===== config.mk =====
export PLATFORM = sky130hd
export DESIGN_NAME = inst_encoder
export DESIGN_NICKNAME = d
export VERILOG_FILES = /design/src/rtl/inst_encoder_pkg.sv /design/src/rtl/inst_encode_comb.sv /design/src/rtl/inst_encoder.sv
export SDC_FILE = /design/constraint.sdc
export NUM_CORES = 1
export LEC_CHECK = 0
export BUFFER_PORTS_ARGS = -buffer_cell sky130_fd_sc_hd__buf_4
export CORE_ASPECT_RATIO = 0.75
export CORE_MARGIN = 2
export CORE_UTILIZATION = 55
export DETAILED_ROUTE_END_ITERATION = 6
export GPL_TIMING_DRIVEN = 1
export PLACE_DENSITY = 0.81
export SLEW_MARGIN = 30
export SYNTH_ARGS = -nofsm -noshare
export SYNTH_HDL_FRONTEND = slang
export SYNTH_SLANG_ARGS = --single-unit

===== constraint.sdc =====
create_clock -name clk -period 3.5 [get_ports clk]
set_clock_uncertainty 0.15 [all_clocks]
set_input_delay 0.525 -clock clk [delete_from_list [all_inputs] [get_ports clk]]
set_output_delay 0.525 -clock clk [all_outputs]
set_load 0.01 [all_outputs]

===== src/rtl/inst_encoder_pkg.sv =====
// Shared RV32I encoding constants: opcodes, NOP, field bit positions, shift-immediate funct3 codes.
package inst_encoder_pkg;

    localparam logic [6:0] OPC_LUI       = 7'b0110111;
    localparam logic [6:0] OPC_AUIPC     = 7'b0010111;
    localparam logic [6:0] OPC_JAL       = 7'b1101111;
    localparam logic [6:0] OPC_JALR      = 7'b1100111;
    localparam logic [6:0] OPC_BRANCH    = 7'b1100011;
    localparam logic [6:0] OPC_LOAD      = 7'b0000011;
    localparam logic [6:0] OPC_STORE     = 7'b0100011;
    localparam logic [6:0] OPC_ARI_ITYPE = 7'b0010011;
    localparam logic [6:0] OPC_ARI_RTYPE = 7'b0110011;

    localparam logic [31:0] INST_NOP = 32'h0000_0013;

    localparam int RD_LSB  = 7;
    localparam int F3_LSB  = 12;
    localparam int RS1_LSB = 15;
    localparam int RS2_LSB = 20;
    localparam int F7_LSB  = 25;

    localparam logic [2:0] SHAMT_F3_SLL = 3'b001;
    localparam logic [2:0] SHAMT_F3_SR  = 3'b101;

    typedef struct packed {
        logic [6:0]  opcode;
        logic [4:0]  rd;
        logic [4:0]  rs1;
        logic [4:0]  rs2;
        logic [2:0]  funct3;
        logic [6:0]  funct7;
        logic [31:0] imm;
    } fields_t;

    // True when v[31:msb] is a pure sign extension of v[msb].
    function automatic logic fits_signed(input logic [31:0] v, input int unsigned msb);
        logic [31:0] s;
        s = $signed(v) >>> msb;
        return (s == '0) || (s == '1);
    endfunction

endpackage


===== src/rtl/inst_encode_comb.sv =====
// Pure combinational field pack plus immediate range check; an unencodable bundle yields NOP with err set.
module inst_encode_comb
    import inst_encoder_pkg::*;
(
    input  fields_t     f_i,
    output logic [31:0] inst_o,
    output logic        err_o
);

    logic [31:0] inst;
    logic        err;
    logic        is_shift;

    assign is_shift = (f_i.funct3 == SHAMT_F3_SLL) || (f_i.funct3 == SHAMT_F3_SR);

    always_comb begin
        inst = '0;
        err  = 1'b0;
        case (f_i.opcode)
            OPC_LUI, OPC_AUIPC: begin
                inst = {f_i.imm[31:12], f_i.rd, f_i.opcode};
                err  = |f_i.imm[11:0];
            end
            OPC_JAL: begin
                inst = {f_i.imm[20], f_i.imm[10:1], f_i.imm[11], f_i.imm[19:12], f_i.rd, f_i.opcode};
                err  = f_i.imm[0] || !fits_signed(f_i.imm, 20);
            end
            OPC_JALR: begin
                inst = {f_i.imm[11:0], f_i.rs1, 3'b000, f_i.rd, f_i.opcode};
                err  = (f_i.funct3 != 3'b000) || !fits_signed(f_i.imm, 11);
            end
            OPC_BRANCH: begin
                inst = {f_i.imm[12], f_i.imm[10:5], f_i.rs2, f_i.rs1, f_i.funct3,
                        f_i.imm[4:1], f_i.imm[11], f_i.opcode};
                err  = f_i.imm[0] || !fits_signed(f_i.imm, 12);
            end
            OPC_STORE: begin
                inst = {f_i.imm[11:5], f_i.rs2, f_i.rs1, f_i.funct3, f_i.imm[4:0], f_i.opcode};
                err  = !fits_signed(f_i.imm, 11);
            end
            OPC_LOAD: begin
                inst = {f_i.imm[11:0], f_i.rs1, f_i.funct3, f_i.rd, f_i.opcode};
                err  = !fits_signed(f_i.imm, 11);
            end
            OPC_ARI_ITYPE: begin
                // Shift-immediates carry funct7 in the upper bits and a 5-bit unsigned shamt.
                if (is_shift) begin
                    inst = {f_i.funct7, f_i.imm[4:0], f_i.rs1, f_i.funct3, f_i.rd, f_i.opcode};
                    err  = |f_i.imm[31:5];
                end else begin
                    inst = {f_i.imm[11:0], f_i.rs1, f_i.funct3, f_i.rd, f_i.opcode};
                    err  = !fits_signed(f_i.imm, 11);
                end
            end
            OPC_ARI_RTYPE: begin
                inst = '0;
                inst[F7_LSB  +: 7] = f_i.funct7;
                inst[RS2_LSB +: 5] = f_i.rs2;
                inst[RS1_LSB +: 5] = f_i.rs1;
                inst[F3_LSB  +: 3] = f_i.funct3;
                inst[RD_LSB  +: 5] = f_i.rd;
                inst[6:0]          = f_i.opcode;
            end
            default: err = 1'b1;
        endcase
        if (err) begin
            inst = INST_NOP;
        end
    end

    assign inst_o = inst;
    assign err_o  = err;

endmodule


===== src/rtl/inst_encoder.sv =====
// Two-stage valid/ready RV32I instruction encoder: S1 captures fields, S2 holds encoded word and err.
// Latency 2 cycles, 1/cycle throughput; in_ready is combinational from out_ready so a full pipe never bubbles.
module inst_encoder
    import inst_encoder_pkg::*;
#(
    parameter int CNT_W = 16
) (
    input  logic             clk,
    input  logic             rst_n,
    input  logic             in_valid,
    output logic             in_ready,
    input  logic [6:0]       in_opcode,
    input  logic [4:0]       in_rd,
    input  logic [4:0]       in_rs1,
    input  logic [4:0]       in_rs2,
    input  logic [2:0]       in_funct3,
    input  logic [6:0]       in_funct7,
    input  logic [31:0]      in_imm,
    output logic             out_valid,
    input  logic             out_ready,
    output logic [31:0]      out_inst,
    output logic             out_err,
    output logic [CNT_W-1:0] inst_cnt,
    output logic [CNT_W-1:0] err_cnt
);

    logic             s1_valid_q;
    fields_t          s1_fields_q;
    logic             out_valid_q;
    logic [31:0]      out_inst_q;
    logic             out_err_q;
    logic [CNT_W-1:0] inst_cnt_q, inst_cnt_d;
    logic [CNT_W-1:0] err_cnt_q,  err_cnt_d;

    logic        s2_adv, s1_adv, in_fire, out_fire;
    logic [31:0] enc_inst;
    logic        enc_err;
    fields_t     in_fields;

    assign s2_adv   = !out_valid_q || out_ready;
    assign s1_adv   = s1_valid_q && s2_adv;
    assign in_ready = !s1_valid_q || s2_adv;
    assign in_fire  = in_valid && in_ready;
    assign out_fire = out_valid_q && out_ready;

    assign in_fields = '{opcode: in_opcode, rd: in_rd, rs1: in_rs1, rs2: in_rs2,
                         funct3: in_funct3, funct7: in_funct7, imm: in_imm};

    inst_encode_comb u_enc (
        .f_i    (s1_fields_q),
        .inst_o (enc_inst),
        .err_o  (enc_err)
    );

    always_comb begin
        inst_cnt_d = inst_cnt_q;
        err_cnt_d  = err_cnt_q;
        if (out_fire && (inst_cnt_q != '1)) begin
            inst_cnt_d = inst_cnt_q + CNT_W'(1);
        end
        if (out_fire && out_err_q && (err_cnt_q != '1)) begin
            err_cnt_d = err_cnt_q + CNT_W'(1);
        end
    end

    always_ff @(posedge clk) begin
        if (!rst_n) begin
            s1_valid_q  <= 1'b0;
            s1_fields_q <= '0;
            out_valid_q <= 1'b0;
            out_inst_q  <= '0;
            out_err_q   <= 1'b0;
            inst_cnt_q  <= '0;
            err_cnt_q   <= '0;
        end else begin
            if (in_fire) begin
                s1_valid_q  <= 1'b1;
                s1_fields_q <= in_fields;
            end else if (s1_adv) begin
                s1_valid_q  <= 1'b0;
            end
            // S2 data only moves with a valid S1, so a stalled word stays put.
            if (s2_adv) begin
                out_valid_q <= s1_valid_q;
                if (s1_valid_q) begin
                    out_inst_q <= enc_inst;
                    out_err_q  <= enc_err;
                end
            end
            inst_cnt_q <= inst_cnt_d;
            err_cnt_q  <= err_cnt_d;
        end
    end

    assign out_valid = out_valid_q;
    assign out_inst  = out_inst_q;
    assign out_err   = out_err_q;
    assign inst_cnt  = inst_cnt_q;
    assign err_cnt   = err_cnt_q;

endmodule


# Yosys cells after proc, flatten, opt, wreduce, memory -nomap -nowiden
# Cells that the tools add are included.
[op_classes] eq_ne=16 n_addsub=2 n_reduce_logical=30 mux=7
[op_table] cell="case mux 32 bit (8 select lines)" n=1
[op_table] cell="equality test 32 bit, second input constant" n=3
[op_table] cell="zero test 32 bit" n=3
[op_table] cell="2-to-1 mux 32 bit" n=2
[op_table] cell="adder 16 x 1 -> 16 bit, second input constant" n=2
[op_table] cell="inequality test 16 bit, second input constant" n=2
[op_table] cell="OR reduction 27 bit" n=1
[op_table] cell="equality test 7 x 6 -> 1 bit, second input constant" n=3
[op_table] cell="equality test 7 bit, second input constant" n=3
[op_table] cell="equality test 7 x 5 -> 1 bit, second input constant" n=2
[op_table] cell="OR reduction 12 bit" n=1
[op_table] cell="logical OR 1 bit" n=9
[op_table] cell="equality test 7 x 2 -> 1 bit, second input constant" n=1
[op_table] cell="case mux 1 bit (7 select lines)" n=1
[op_table] cell="logical AND 1 bit" n=6
[op_table] cell="zero test 1 bit" n=5
[op_table] cell="OR reduction 2 bit" n=2
[op_table] cell="equality test 3 x 1 -> 1 bit, second input constant" n=1
[op_table] cell="equality test 3 bit, second input constant" n=1
[op_table] cell="2-to-1 mux 1 bit" n=3
[op_table] cell="nonzero test 3 bit" n=1
[op_table] cell="AND reduction 2 bit" n=1
[op_table] cell="nonzero test 2 bit" n=1
[word_totals] out_inout_bits=67 in_bits=68 wordCells=68 ff_bits=131

# Logic depth before layout (Yosys ltp)
# Gate-level depths: netlist (run 1).
[depth] word_depth=6 depth_mapped=9 mapped_depth_nobuf=6

# Cells and area by module
# From an unflattened synthesis (run 1), not the netlist that was laid out.
[unflattened] hier_cells=795 area_unflattened_um2=6217.2
[modules_own_cells] module="inst_encoder" instances=1 area_per_inst_um2=5086.1 seq_area_each_um2=2622.5 cells_each=623
[modules_own_cells] module="inst_encode_comb" instances=1 area_per_inst_um2=1131.1 seq_area_each_um2=0.0 cells_each=172

# Worst setup path before layout (run 1)
# Ideal clock, no wire load.
[synth_timing] path_kind="register to register" from="register s1_fields_q[61] in the netlist's numbering" to="register out_inst_q[25], in the netlist out_inst[25]" n_path_buf=2 t_arrival_ns=1.959 synth_period_minus_slack_ns=2.197 path_slack_ns=1.303 path_stages_with_launch=9 setup_ns=0.088 required_time_ns=3.262 path_cell_list="dfxtp_1 buf_6 inv_2 a211o_1 a221oi_4 o311ai_4 o31a_1 buf_6 nor4_4"
[synth_between] elab_chain_cells=4 elab_cells_between_ends=14 classes_between="9 x eq/ne; 3 x mux; 2 x reduce/logical"
[synth_lines] element="start: declaration" line="inst_encoder.sv:28" rtl="fields_t s1_fields_q;"
[synth_lines] element="start signal: assignment" line="inst_encoder.sv:78" rtl="s1_fields_q <= in_fields;"
[synth_lines] element="equality test 7 x 6 -> 1 bit (tied with other cells)" line="inst_encode_comb.sv:19" rtl="case (f_i.opcode)"
[synth_lines] element="OR reduction 2 bit, on equally long branches"
[synth_lines] element="case mux 32 bit (8 select lines) / case mux 1 bit (7 select lines) (equally long branches)" line="inst_encode_comb.sv:19"
[synth_lines] element="2-to-1 mux 32 bit *" line="inst_encode_comb.sv:66" rtl="if (err) begin"
[synth_lines] element="end signal: assignment" line="inst_encoder.sv:86" rtl="out_inst_q <= enc_inst;"
[synth_lines] element="end: declaration" line="inst_encoder.sv:30" rtl="logic [31:0] out_inst_q;"
# Mark *: on every way between the ends. The rest lies on a longest branch, timed or not.
# A chain may end at the register's enable or synchronous reset.

# Final worst setup path (run 1)
[layout_timing] from="register s1_fields_q[63] in the netlist's numbering" to="register out_inst_q[29], in the netlist out_inst[29]"
# The elaborated chain is that of the path after synthesis.

==> results.txt, run 1 <==
In this run the critical register-to-register path is captured at out_inst[29]$_SDFFE_PN0P_. After synthesis, the cell types taking the most area are sky130_fd_sc_hd__dfxtp_1 (45%), sky130_fd_sc_hd__nand2_1 (10%), sky130_fd_sc_hd__a21oi_1 (7.1%). The number of different library cells used by synthesis comes to between 60 and 70. The worst reg-to-reg path cell count came out at 5. The standard cell area after detailed placement came out at just under 7000 um^2. The number of levels in the clock H-tree came out at 4. The global route total overflow is 0. The full die area is between 10000 and 15000 um^2.

The cell area that synthesis handed to floorplanning was approximately 5800 um^2. The placeable core region is 10200 um^2. The fraction of the cycle the final worst path needs came out at between 80% and 90%. The worst register-to-register path begins at s1_fields_q[63]$_SDFFE_PN0P_. The maximum number of pins on one net before global-route repair came out at about 110. The worst-case register-to-register setup slack is ~540 ps.

The worst hold path cell count is 3. STA classifies the critical path endpoint as a flop. The via count of the first global-routing pass came to ~5300. In this run the biggest area consumer among cell types represents 45.4% of the synthesized area. The total setup violations reported at the end of the flow is 0. Of the synthesized area, sequential elements account for a little under half. The die outline width came out at 122 um. The number of diodes is 0. The clock transition at the registers of the reported paths came out at 60 ps.

The routed length per placed instance came out at roughly 17 um. The critical path arrival came out at 3080 ps. The antenna violation net count after detailed routing is 0. The flow ran to the end, and the final reports show no timing, DRC or antenna violations.

The worst setup path is launched from a flop. The clock root buffer master is sky130_fd_sc_hd__clkbuf_16. The shortest clock period the worst path allows after layout came out at between 2000 and 3000 ps. In this run the post-CTS setup repair buffer count came out at 0. The number of synthesized flops with an enable pin is 0. The number of buffers inserted by port buffering came out at 134.

At the worst endpoint, the required time is around 3600 ps. The starting DRC count in detailed routing came out at 476. Of all nets on the critical path, the largest fanout is 17. In this run the mean area of a mapped cell was between 8 and 9 um^2. The final hold violation count was 0. Clock tree synthesis inserted a total of 17 buffers.

The largest total area in the synthesized netlist belongs to sky130_fd_sc_hd__dfxtp_1. For this configuration, the core starts out at a cell density of a little under three fifths. For this design, the CTS-stage hold fixing added 0 buffers. The routed via count divided by cell count came out at 5.80. The share of synthesized registers carrying an async set or reset came out at 0%. In this run the most critical hold path is launched from in_imm[27]. In this run the static leakage power is between 3 and 4 nW. Measured against its own limit, the worst slew margin works out to between 40% and 50%. The tightest hold path in the finished design has a slack of around 210 ps.

The final design instance area without fill is between 7000 and 8000 um^2. After detailed routing, the total wire length is ~17 mm. Power spread over the standard cell area amounts to 479 nW/um^2. The measured slew at the worst slew-check pin is slightly below 900 ps.

The post-synthesis net count is approximately 770. The worst setup path is of the flop to flop kind. The count of max-cap constraint violations is 0. The count of nets after finishing came out at ~890. The HPWL after detailed placement came out at between 10 and 15 mm. The total number of placement rows came out at 32.

For this run, the share of the core covered by cells in the final layout is 72.3%. The number of warning messages in the yosys log is 0. After clock tree synthesis, the repair step resized 0 gates. The height of the die came out at around 90 um.

The number of iterations in the first detailed-routing pass came out at 5. The maximum clock frequency is around 340 MHz. Among all flip-flop cells after synthesis, the most frequent one is sky130_fd_sc_hd__dfxtp_1.

The number of antenna violations at the first check in global routing is 0. The first-pass GRT wire length came out at approximately 27 mm. TritonCTS built the clock tree. The vias after detailed routing came out at 5582. The final setup TNS is 0 ps. The clock sink count is roughly 130. The worst hold path terminates at s1_fields_q[27]$_SDFFE_PN0P_. The number of flip-flops and latches in the synthesized netlist is roughly 130.

Total power for the finished layout comes to about 3.6 mW. The cell count after synthesis came out at 696. The total track usage came out at between 30% and 40%. The global placer's final weighted congestion came out at between 0.9 and 1.

The total count of max-transition violations in the final report came to 0. The maximum VDD drop came out at between 0.4 and 0.5 mV. The clock latency reported for the late side of the worst-skew pair is just over 400 ps.

The layout cell share with drive strength beyond 1 came out at a little under a quarter. The post-route DRC violation count came out at 0. Setup repair after global routing left no endpoint under its margin. The maximum number of buffers from clock root to sink is 2. The tightest min-delay check is of the primary input to flop type. Compared with the post-synthesis result, the final layout area differs by 28.3%. about 140 I/O pins were placed.
[cells in the mapped netlist, types with 3 or more instances]
library cell / n
sky130_fd_sc_hd__a31oi_1: 3
sky130_fd_sc_hd__xor2_1: 17
sky130_fd_sc_hd__dfxtp_1: 131
sky130_fd_sc_hd__nor4_4: 3
sky130_fd_sc_hd__nand2_1: 158
sky130_fd_sc_hd__and3_1: 11
sky130_fd_sc_hd__or3_1: 4
sky130_fd_sc_hd__nor2b_1: 5
sky130_fd_sc_hd__and4_1: 7
sky130_fd_sc_hd__a221oi_1: 4
sky130_fd_sc_hd__nand3b_1: 3
sky130_fd_sc_hd__and2_1: 4
sky130_fd_sc_hd__a22o_1: 33
sky130_fd_sc_hd__nor3_1: 10
sky130_fd_sc_hd__nand4_1: 13
sky130_fd_sc_hd__clkbuf_1: 33
sky130_fd_sc_hd__buf_1: 4
sky130_fd_sc_hd__a22oi_1: 7
sky130_fd_sc_hd__a21oi_1: 82
sky130_fd_sc_hd__or4_1: 3
sky130_fd_sc_hd__o21ai_0: 19
sky130_fd_sc_hd__nor4_2: 5
sky130_fd_sc_hd__buf_2: 4
sky130_fd_sc_hd__xnor2_1: 7
sky130_fd_sc_hd__nor4_1: 8
sky130_fd_sc_hd__nand3_1: 16
sky130_fd_sc_hd__nor2_1: 55
sky130_fd_sc_hd__a211oi_1: 3
[cell type report]
cell class,count,area (um^2)
multi-input combinational,518,2960
clock buffer,18,439
timing repair buffer,144,1090
inverter,3,11.3
sequential,131,2620
tap,136,170
clock inverter,13,113
fill,793,2840
[per-layer routing]
layer / part of all wire [%] / global-route usage (%) / wire length (um)
met1: 46 / 42.8 / 7730
met4: 0.75 / 7.47 / 126
met5: 0 / 0 / 0
met3: 7.0 / 5.60 / 1180
met2: 46 / 46.8 / 7700
[registers in the layout, indices dropped and copies added, names as in the netlist]
signal	cells
s1_valid_q	1
out_inst	32
err_cnt	16
s1_fields_q	64
out_err	1
inst_cnt	16
out_valid	1
[worst max-delay path, stage by stage (launching register included)]
cell                       delay, ps
sky130_fd_sc_hd__dfxtp_1         650
sky130_fd_sc_hd__nand3b_1        290
sky130_fd_sc_hd__or4_1           540
sky130_fd_sc_hd__o311ai_4        430
sky130_fd_sc_hd__o31a_1          640
sky130_fd_sc_hd__nor4_2          120
[stage by stage]
step / setup slack, ps / std cells
3_5_place_dp: 590 / 932
4_1_cts: 582 / 963
6_report: 535 / 963
3_3_place_gp: 707 / 932
5_1_grt: 371 / 963
2_1_floorplan: 1300 / 696
[cells in the final DEF (no fill, tap or decap), drive strengths merged, types with 6 or more instances in the layout]
| master | count |
|---|---|
| xor2 | 17 |
| nor2 | 55 |
| nand3 | 16 |
| clkbuf | 18 |
| and3 | 11 |
| a21oi | 82 |
| nor4 | 16 |
| and4 | 7 |
| xnor2 | 7 |
| nor3 | 10 |
| nand4 | 13 |
| buf | 144 |
| a22o | 33 |
| dfxtp | 131 |
| a22oi | 7 |
| clkinvlp | 6 |
| nand2 | 158 |
| o21ai | 19 |
[where the power goes]
group	switching [mW]	total, mW	internal (mW)
logic	0.162	0.292	0.130
clock network	0.666	1.65	0.987
registers	0.0612	1.61	1.54
[cell families after synthesis]
| group | after synthesis | synth area share (%) |
|---|---|---|
| multiplexers | 3 | 0.541 |
| adder cells (fa/ha/maj) | 2 | 0.433 |
| buffers and inverters | 47 | 3.46 |
| flip-flops | 131 | 45.4 |
| AO/OA/AOI/OAI | 174 | 20.2 |
| XOR/XNOR | 24 | 3.64 |
| AND/OR/NAND/NOR | 315 | 26.3 |
[worst max-delay path by stage]
| stage | start | to | slack, ps |
|---|---|---|---|
| 3_3_place_gp | s1_fields_q[63]$_SDFFE_PN0P_ | out_inst[30]$_SDFFE_PN0P_ | 710 |
| 6_report | s1_fields_q[63]$_SDFFE_PN0P_ | out_inst[29]$_SDFFE_PN0P_ | 540 |
| 3_5_place_dp | s1_fields_q[63]$_SDFFE_PN0P_ | out_inst[26]$_SDFFE_PN0P_ | 590 |
| 5_1_grt | s1_fields_q[63]$_SDFFE_PN0P_ | out_inst[21]$_SDFFE_PN0P_ | 370 |
| 4_1_cts | s1_fields_q[63]$_SDFFE_PN0P_ | out_inst[26]$_SDFFE_PN0P_ | 580 |
| 2_1_floorplan | s1_fields_q[61]$_SDFFE_PN0P_ | out_inst[25]$_SDFFE_PN0P_ | 1300 |
Note: power is estimated with default switching activity, not from simulation.
==> inputs of run 2 (changes only) <==
- ABC_AREA: not set -> 1
- CORE_UTILIZATION: 55 -> 49
- PLACE_DENSITY: 0.81 -> 0.76
- clock period: 3.5 -> 2.4 ns (I/O delays scaled with it)
==> run 2 against run 1 <==
First-iteration DRC count down 6.5%. Wire length up 1.9%. Fmax up 37%. Synthesized area up 3.5%. Utilization down 5.4 points. Worst hold slack worse by 150 ps. Cell area up 5.9%. Setup slack worse by 290 ps. Largest cell class unchanged. Highest routed layer unchanged.
==> results.txt, run 2 <==
The combinational power share is 8.2% (about the same). The final setup TNS is 0 ps (unchanged). The full die area is 13100 um^2 (+16%). The power density normalized to cell area came out at 737 nW/um^2 (+54%). The required time reported for the critical path endpoint is 2540 ps (-1080 ps). The library cells used most frequently in the layout, excluding fill and tap cells, are sky130_fd_sc_hd__nor2_1 (217), sky130_fd_sc_hd__nand2_1 (152), sky130_fd_sc_hd__buf_4 (145). The total number of placement rows was 34 (+6.3%). Counting instances in the post-synthesis netlist gives the leading cell types as sky130_fd_sc_hd__nor2_1 (217), sky130_fd_sc_hd__nand2_1 (154), sky130_fd_sc_hd__dfxtp_1 (131).

The worst stage delay on the critical path came out at 340 ps (-310 ps). The post-detailed-routing wire length was 17.1 mm (+1.9%). The total count of max-transition violations in the final report came out at 0 (unchanged). The total CTS buffers is 17 (unchanged). The proportion of netlist area held by the largest area contributor came out at 43.9% (-1.5 points).

The maximum number of pins on one net before global-route repair came out at 55 (-50%). The count of buffer and inverter cells on the critical path came out at 3 (+3). The leakage dissipation came out at 3.41 nW (+13%). The maximum VDD drop came to 0.559 mV (+38%). The layout cell share with drive strength beyond 1 came out at 18.8% (-4.9 points).

The count of max-cap constraint violations came out at 0 (unchanged). The die outline width came out at 132 um (+7.5%). The worst-case hold slack is 56.5 ps (-151 ps). The most frequent standard cell in the layout excluding fill and tap cells is sky130_fd_sc_hd__nor2_1. The proportion of power drawn by flip-flops and latches is 40.8% (-4.4 points). The sum of routed wire segments on met1 is 8.24 mm (+6.5%).

The clock tree from TritonCTS is done. The number of warning messages in the yosys log came out at 0 (unchanged). The global placer's final weighted congestion is 0.911 (+0.96%). The critical path arrival came out at 2300 ps (-780 ps). The antenna violation net count after detailed routing came out at 0 (unchanged). The setup path with the least slack is of type flop to flop. The internal power consumption came out at 4.48 mW (+68%). The number of antenna violations at the first check in global routing was 0 (unchanged).

The clock transition at the registers of the reported paths was 60 ps (about the same). The average footprint of a synthesized cell is 6.72 um^2 (-19%). The utilization after layout is 66.9% (-5.4 points). Broken down by cell family, the worst path's largest delay share belongs to simple AND/OR/NAND/NOR gates. The largest register by flop count is s1_fields_q. The number of flip-flops and latches in the synthesized netlist came out at 131 (unchanged). The HPWL after detailed placement came out at 12.4 mm (+4.5%). The global route total overflow is 0 (unchanged). The clock root buffer master is sky130_fd_sc_hd__clkbuf_16.

The slowest library cell on the worst path is sky130_fd_sc_hd__dfxtp_1. The number of buffers inserted by port buffering came to 134 (unchanged). The flip-flop count of the largest register after layout came out at 64 (unchanged). The number of synthesized flops with an enable pin was 0 (unchanged). The sequential-to-total area share from yosys stat was 43.9% (-1.5 points). The total met3 wirelength after detailed routing came out at 1.31 mm (+11%). The number of placed I/O pins was 135 (unchanged). The post-route DRC violation count came out at 0 (unchanged).

The synthesized design spends more area on one cell type than any other, namely sky130_fd_sc_hd__dfxtp_1. The starting DRC count in detailed routing is 445 (-6.5%). By area the synthesized netlist is led by sky130_fd_sc_hd__dfxtp_1 (44%), sky130_fd_sc_hd__nor2_1 (14%), sky130_fd_sc_hd__nand2_1 (9.7%). The first-pass GRT wire length is 28.3 mm (+6.5%). The number of diodes is 0 (unchanged).

The power share of the clock group came out at 51.1% (+4.6 points). The clock sink count is 131 (unchanged). STA classifies the critical path startpoint as a flop. The number of iterations in the first detailed-routing pass is 5 (unchanged). The number of levels in the clock H-tree came to 4 (unchanged).

The most used flip-flop cell after synthesis is sky130_fd_sc_hd__dfxtp_1. The wire length on met2 is 7.37 mm (-4.2%). The run finished with clean final reports. Routed signal wires occupy layers up through met4.

The share of synthesized registers carrying an async set or reset was 0% (unchanged). The critical path goes through inv_1, nor3_1, nand2_1, inv_2, o21ai_0, nand3_1, nand2_1, nand3_2, nand2_2, inv_4, nor2_1. The count of different cell masters after synthesis is 37 (-39%). The cell that appears most often on the critical path is sky130_fd_sc_hd__nand2_1.

The power consumption is 5.79 mW (+63%). The maximum net fanout on the critical path came out at 21 (+4). The placeable core region is 11700 um^2 (+15%). The number of fill cells came out at 1087 (+37%). Compared with the post-synthesis result, the final layout area differs by 31.3%. The height of the die is 99.7 um (+7.4%).

The total track usage came out at 26.6% (-3.4 points). The clock latency reported for the late side of the worst-skew pair is 400 ps (about the same). The maximum clock frequency is 463 MHz (+37%). Setup repair after global routing left no endpoint under its margin.

The type of the most critical hold path is primary input to flop. The vias after detailed routing is 6270 (+12%). The synthesized instance count is 889 (+28%). The routed length per placed instance came out at 14.3 um (-18%).

The count of nets after finishing came to 1090 (+23%). The total setup violations reported at the end of the flow came to 0 (unchanged). The worst relative slew slack is 63.9% (+22 points).

The via count of the first global-routing pass is 5727 (+8.8%). The net switching power came to 1.31 mW (+47%). The final hold violation count is 0 (unchanged). The measured slew at the worst slew-check pin is 541 ps (-335 ps). The routed via count divided by cell count came out at 5.25 (-9.4%).

The post-synthesis net count was 959 (+25%). The cell with the most instances after synthesis is sky130_fd_sc_hd__nor2_1. The shortest clock period the worst path allows after layout is 2160 ps (-806 ps). The initial core utilization was 50.9% (-5.5 points).

The sort of element at the end of the critical path is a flop. The synthesized area came out at 5980 um^2 (+3.5%). The maximum number of buffers from clock root to sink came to 2 (unchanged).

The fraction of the cycle the final worst path needs is 89.9% (+5.2 points). The number of buffers inserted by post-CTS setup repair came out at 0 (unchanged). The net switching share of the total power came to 22.6% (-2.4 points).
[run 2: tightest hold or removal path, delay by kind of cell]
family	cells	cell delay, ps
AOI/OAI and AO/OA	1	70
buffers and inverters	1	70
and+or+nand+nor	1	70
[run 2: layout make-up]
type                            instances  area (um^2)  share of cell area (%)
Multi-Input combinational cell        649         2940                    37.4
Sequential cell                       131         2620                    33.4
Timing Repair Buffer                  147         1130                    14.4
Clock buffer                           19          453                    5.77
Inverter                               74          280                    3.57
Clock inverter                         12          228                    2.90
Tap cell                              162          203                    2.58
[run 2: what timing repair did]
action / 4_1_cts / 5_1_grt
endpoints found under the setup margin: 0 / 21
hold buffers: 0 / 0
resized for setup: 0 / 3
[run 2: kinds of logic (layout without fill, tap and decap cells)]
kind of cell	count (synthesis)	after routing	synth area share (%)
flops	131	131	43.9
xor+xnor	3	3	0.440
fa+ha+maj	2	2	0.419
mux	3	3	0.523
simple gates	447	447	30.7
compound gates	194	194	17.0
buf+inv	109	252	7.12
[run 2: power groups by stage]
| stage | Clock [mW] | Sequential (mW) | Combinational, mW |
|---|---|---|---|
| final | 2.96 | 2.36 | 0.472 |
| after global routing | 3.08 | 2.37 | 0.535 |
| after CTS | 2.99 | 2.36 | 0.471 |
| after detailed placement | 0 | 2.40 | 0.468 |
| after global placement | 0 | 2.40 | 0.461 |
| after floorplan | 0 | 2.38 | 0.272 |
[run 2: final timing paths]
check	from	to	slack, ps	cells after the start
max	s1_fields_q[59]$_SDFFE_PN0P_	out_inst[8]$_SDFFE_PN0P_	240	11
min	in_funct7[0]	s1_fields_q[32]$_SDFFE_PN0P_	60	3
max reg2reg	s1_fields_q[59]$_SDFFE_PN0P_	out_inst[8]$_SDFFE_PN0P_	240	11
min reg2reg	s1_fields_q[44]$_SDFFE_PN0P_	s1_fields_q[44]$_SDFFE_PN0P_	320	2
[run 2: metrics by stage]
stage	cells	setup WS (ps)	area, um^2
finish	1194	241	7850
detailed placement	1163	173	7160
CTS	1194	161	7850
global placement	1163	280	7160
floorplan	889	627	5980
global route	1194	61.6	7850
[run 2: layer usage]
metal  vias up  global-route usage (%)
met1      2875                    38.1
met3        12                    6.12
met5         -                       0
li1       3159                       -
met2       224                    40.7
met4         0                    6.69
==> inputs of run 3 (changes only) <==
- ABC_AREA: 1 -> not set
- CORE_UTILIZATION: 49 -> 55
- PLACE_DENSITY: 0.76 -> 0.81
- clock period: 2.4 -> 2.76 ns (I/O delays scaled with it)
==> run 3 against run 2 <==
Worst hold slack better by 37 ps. Setup slack worse by 35 ps. Combinational power down 18%. Wire length down 0.45%. Non-clock buffer count up 10. Clock power down 23%. Sequential share of layout area up 1.3 points. Sequential cell count unchanged. Largest cell class unchanged.
==> results.txt, run 3 (synthesis results as in run 1) <==
The wire length on met2 came out at 7.81 mm (+5.9%). Among all stages on the critical path, the largest delay is contributed by sky130_fd_sc_hd__nor4_4. The count of max-cap constraint violations came to 0 (unchanged). The post-detailed-routing wire length was 17.0 mm (-0.45%). The post-synthesis to final-layout area growth is 30.8%.

The number of iterations in the first detailed-routing pass came out at 5 (unchanged). The post-route DRC violation count came out at 0 (unchanged). The leakage dissipation was 3.10 nW (-9.1%). The final hold violation count is 0 (unchanged). The required time reported for the critical path endpoint is 2960 ps (+420 ps). The maximum net fanout on the critical path is 12 (-43%). The total CTS buffers came out at 17 (unchanged). The worst-case register-to-register setup slack came out at 210 ps (-40 ps). The total track usage came out at 30.4% (+3.8 points).

The flow ran to the end, and the final reports show no timing, DRC or antenna violations. The maximum clock frequency is 392 MHz (-15%). The number of placed I/O pins came to 135 (unchanged).

The worst stage delay on the critical path came to 620 ps (+280 ps). The sum of routed wire segments on met1 is 7.88 mm (-4.4%). The maximum number of pins on one net before global-route repair is 71 (+29%). The measured slew at the worst slew-check pin is 750 ps (+209 ps). The flip-flop count of the largest register after layout is 64 (unchanged). The fraction of the cycle the final worst path needs came out at 92.5% (+2.6 points). The routed via count divided by cell count is 5.78 (+10%). The maximum number of buffers from clock root to sink is 2 (unchanged). The most critical setup path has its endpoint at out_inst[2]$_SDFFE_PN0P_.

Walking the worst path, the cells encountered are inv_2, a211o_1, a221oi_4, o311ai_4, nor4_4, a22o_1. The count of nets after finishing is 898 (-18%). The post-layout instance count excluding filler cells is 976 (-18%).

The height of the die came to 92.8 um (-6.9%). The number of buffers inserted by port buffering came to 134 (unchanged). The critical path arrival came to 2750 ps (+450 ps). The routed length per placed instance is 17.4 um (+22%).

The number of levels in the clock H-tree is 4 (unchanged). The number of hold-repair buffers added at the cts stage is 0 (unchanged). The die outline width came to 122 um (-7.0%). The number of diodes is 0 (unchanged). The maximum VDD drop is 0.480 mV (-14%). The global placer's final weighted congestion was 0.932 (+2.3%). The clock latency reported for the late side of the worst-skew pair is 410 ps (about the same). The layout cell share with drive strength beyond 1 came out at 24.9% (+6.1 points). The clock sink count came out at 131 (unchanged). The clock transition at the registers of the reported paths is 60 ps (about the same). TritonCTS built the clock tree. More flip-flops sit in one register than any other, and that register is s1_fields_q. The HPWL after detailed placement is 12.1 mm (-2.1%). The number of fill cells came out at 796 (-27%). The worst reg-to-reg path cell count was 6 (-5). The worst relative slew slack is 49.5% (-14 points).

The vias after detailed routing is 5644 (-10%). The uppermost signal routing layer after detailed routing is met4. The global route total overflow came to 0 (unchanged). The antenna violation net count after detailed routing was 0 (unchanged). The first-pass GRT wire length is 27.0 mm (-4.5%). The count of buffer and inverter cells on the critical path came out at 1 (-2). The number of buffers inserted by post-CTS setup repair came out at 0 (unchanged).

In the layout the commonest cells are sky130_fd_sc_hd__nand2_1 (157), sky130_fd_sc_hd__buf_4 (156), sky130_fd_sc_hd__dfxtp_1 (129). The sequential cell area is 2630 um^2 (about the same). The worst register-to-register path ends at out_inst[2]$_SDFFE_PN0P_. The number of placed instances, taps included came out at 945 (-19%). The via count of the first global-routing pass came out at 5327 (-7.0%). The power density normalized to cell area is 620 nW/um^2 (-16%). The shortest clock period the worst path allows after layout came out at 2550 ps (+395 ps).

The worst register-to-register path begins at s1_fields_q[61]$_SDFFE_PN0P_. The kind of cell with the highest combined delay on the critical path is compound AO/OA/AOI/OAI gates. The critical path is of the flop to flop type. In this run the worst hold path is classified as primary input to flop. The total met3 wirelength after detailed routing came out at 1.13 mm (-14%).

The total setup violations reported at the end of the flow is 0 (unchanged). The initial core utilization came out at 56.4% (+5.5 points). The full die area is 11300 um^2 (-13%). The tree is rooted in a sky130_fd_sc_hd__clkbuf_16. The final setup TNS is 0 ps (unchanged). The count of cell instances traversed by the critical path came out at 6 (-5). The number of antenna violations at the first check in global routing came out at 0 (unchanged). The source of the critical timing path is s1_fields_q[61]$_SDFFE_PN0P_.

The sort of element at the start of the critical path is a flop. The starting DRC count in detailed routing came out at 410 (-7.9%). The footprint of the multi-input gates came out at 2960 um^2 (+0.81%). STA classifies the critical path endpoint as a flop.

Setup repair after global routing left no endpoint under its margin. The placeable core region is 10200 um^2 (-13%). Leaving out fill and tap cells, the most frequent cell in the layout is sky130_fd_sc_hd__nand2_1. The total number of placement rows came out at 32 (-5.9%). The post-CTS resize count came out at 0 (unchanged). The total count of max-transition violations in the final report is 0 (unchanged).
-- run 3: cell count changes in the layout (fill, tap and decap cells not counted), moves of 6 or more --
cell,delta
sky130_fd_sc_hd__o21ai_0,-91
sky130_fd_sc_hd__nor3_1,-9
sky130_fd_sc_hd__and4_1,+7
sky130_fd_sc_hd__a21oi_1,+16
sky130_fd_sc_hd__and3_1,+10
sky130_fd_sc_hd__a22o_1,+33
sky130_fd_sc_hd__xor2_1,+15
sky130_fd_sc_hd__xnor2_1,+6
sky130_fd_sc_hd__inv_1,-67
sky130_fd_sc_hd__buf_4,+11
sky130_fd_sc_hd__nor2_1,-162
sky130_fd_sc_hd__nand3_1,-11
-- run 3: layout make-up --
class                           instances  share of cell area [%]
Clock buffer                           19                    5.86
Clock inverter                         12                    2.07
Inverter                                3                   0.149
Multi-Input combinational cell        518                    39.2
Sequential cell                       131                    34.7
Tap cell                              136                    2.25
Timing Repair Buffer                  157                    15.8
-- run 3: where the power goes --
group	internal (mW)	total, mW	switching [mW]
sequential	1.96	2.03	0.0722
combinational	0.175	0.388	0.213
clock	1.44	2.27	0.828
-- run 3: worst reg2reg max path: stages (launching register included) --
cell,delay [ps]
sky130_fd_sc_hd__dfxtp_1,540
sky130_fd_sc_hd__inv_2,100
sky130_fd_sc_hd__a211o_1,350
sky130_fd_sc_hd__a221oi_4,300
sky130_fd_sc_hd__o311ai_4,190
sky130_fd_sc_hd__nor4_4,630
sky130_fd_sc_hd__a22o_1,230
-- run 3: per-layer routing --
metal	global-route usage [%]	up-vias
li1	-	2733
met1	43.1	2681
met2	47.5	211
met3	6.53	19
met4	6.90	0
met5	0	-
-- run 3: stage by stage --
stage / hold WS (ps) / power, mW / setup WS [ps] / cell area [um^2] / util [%]
after floorplan: 286 / 2.27 / 563 / 5780 / -
after global placement: 292 / 2.44 / 179 / 6950 / 67.8
after detailed placement: 297 / 2.45 / 103 / 6950 / 67.8
after CTS: 86.2 / 4.70 / 72.9 / 7550 / 73.7
after global routing: 94.1 / 4.84 / 81.4 / 7560 / 73.7
final: 93.3 / 4.69 / 206 / 7560 / 73.7
-- run 3: worst min path at each step --
stage,from,end,cells after the start
detailed placement,s1_fields_q[37]$_SDFFE_PN0P_,s1_fields_q[37]$_SDFFE_PN0P_,2
CTS,in_imm[28],s1_fields_q[28]$_SDFFE_PN0P_,3
finish,in_imm[17],s1_fields_q[17]$_SDFFE_PN0P_,3
global route,in_imm[28],s1_fields_q[28]$_SDFFE_PN0P_,3
floorplan,s1_fields_q[32]$_SDFFE_PN0P_,s1_fields_q[32]$_SDFFE_PN0P_,2
global placement,s1_fields_q[33]$_SDFFE_PN0P_,s1_fields_q[33]$_SDFFE_PN0P_,2
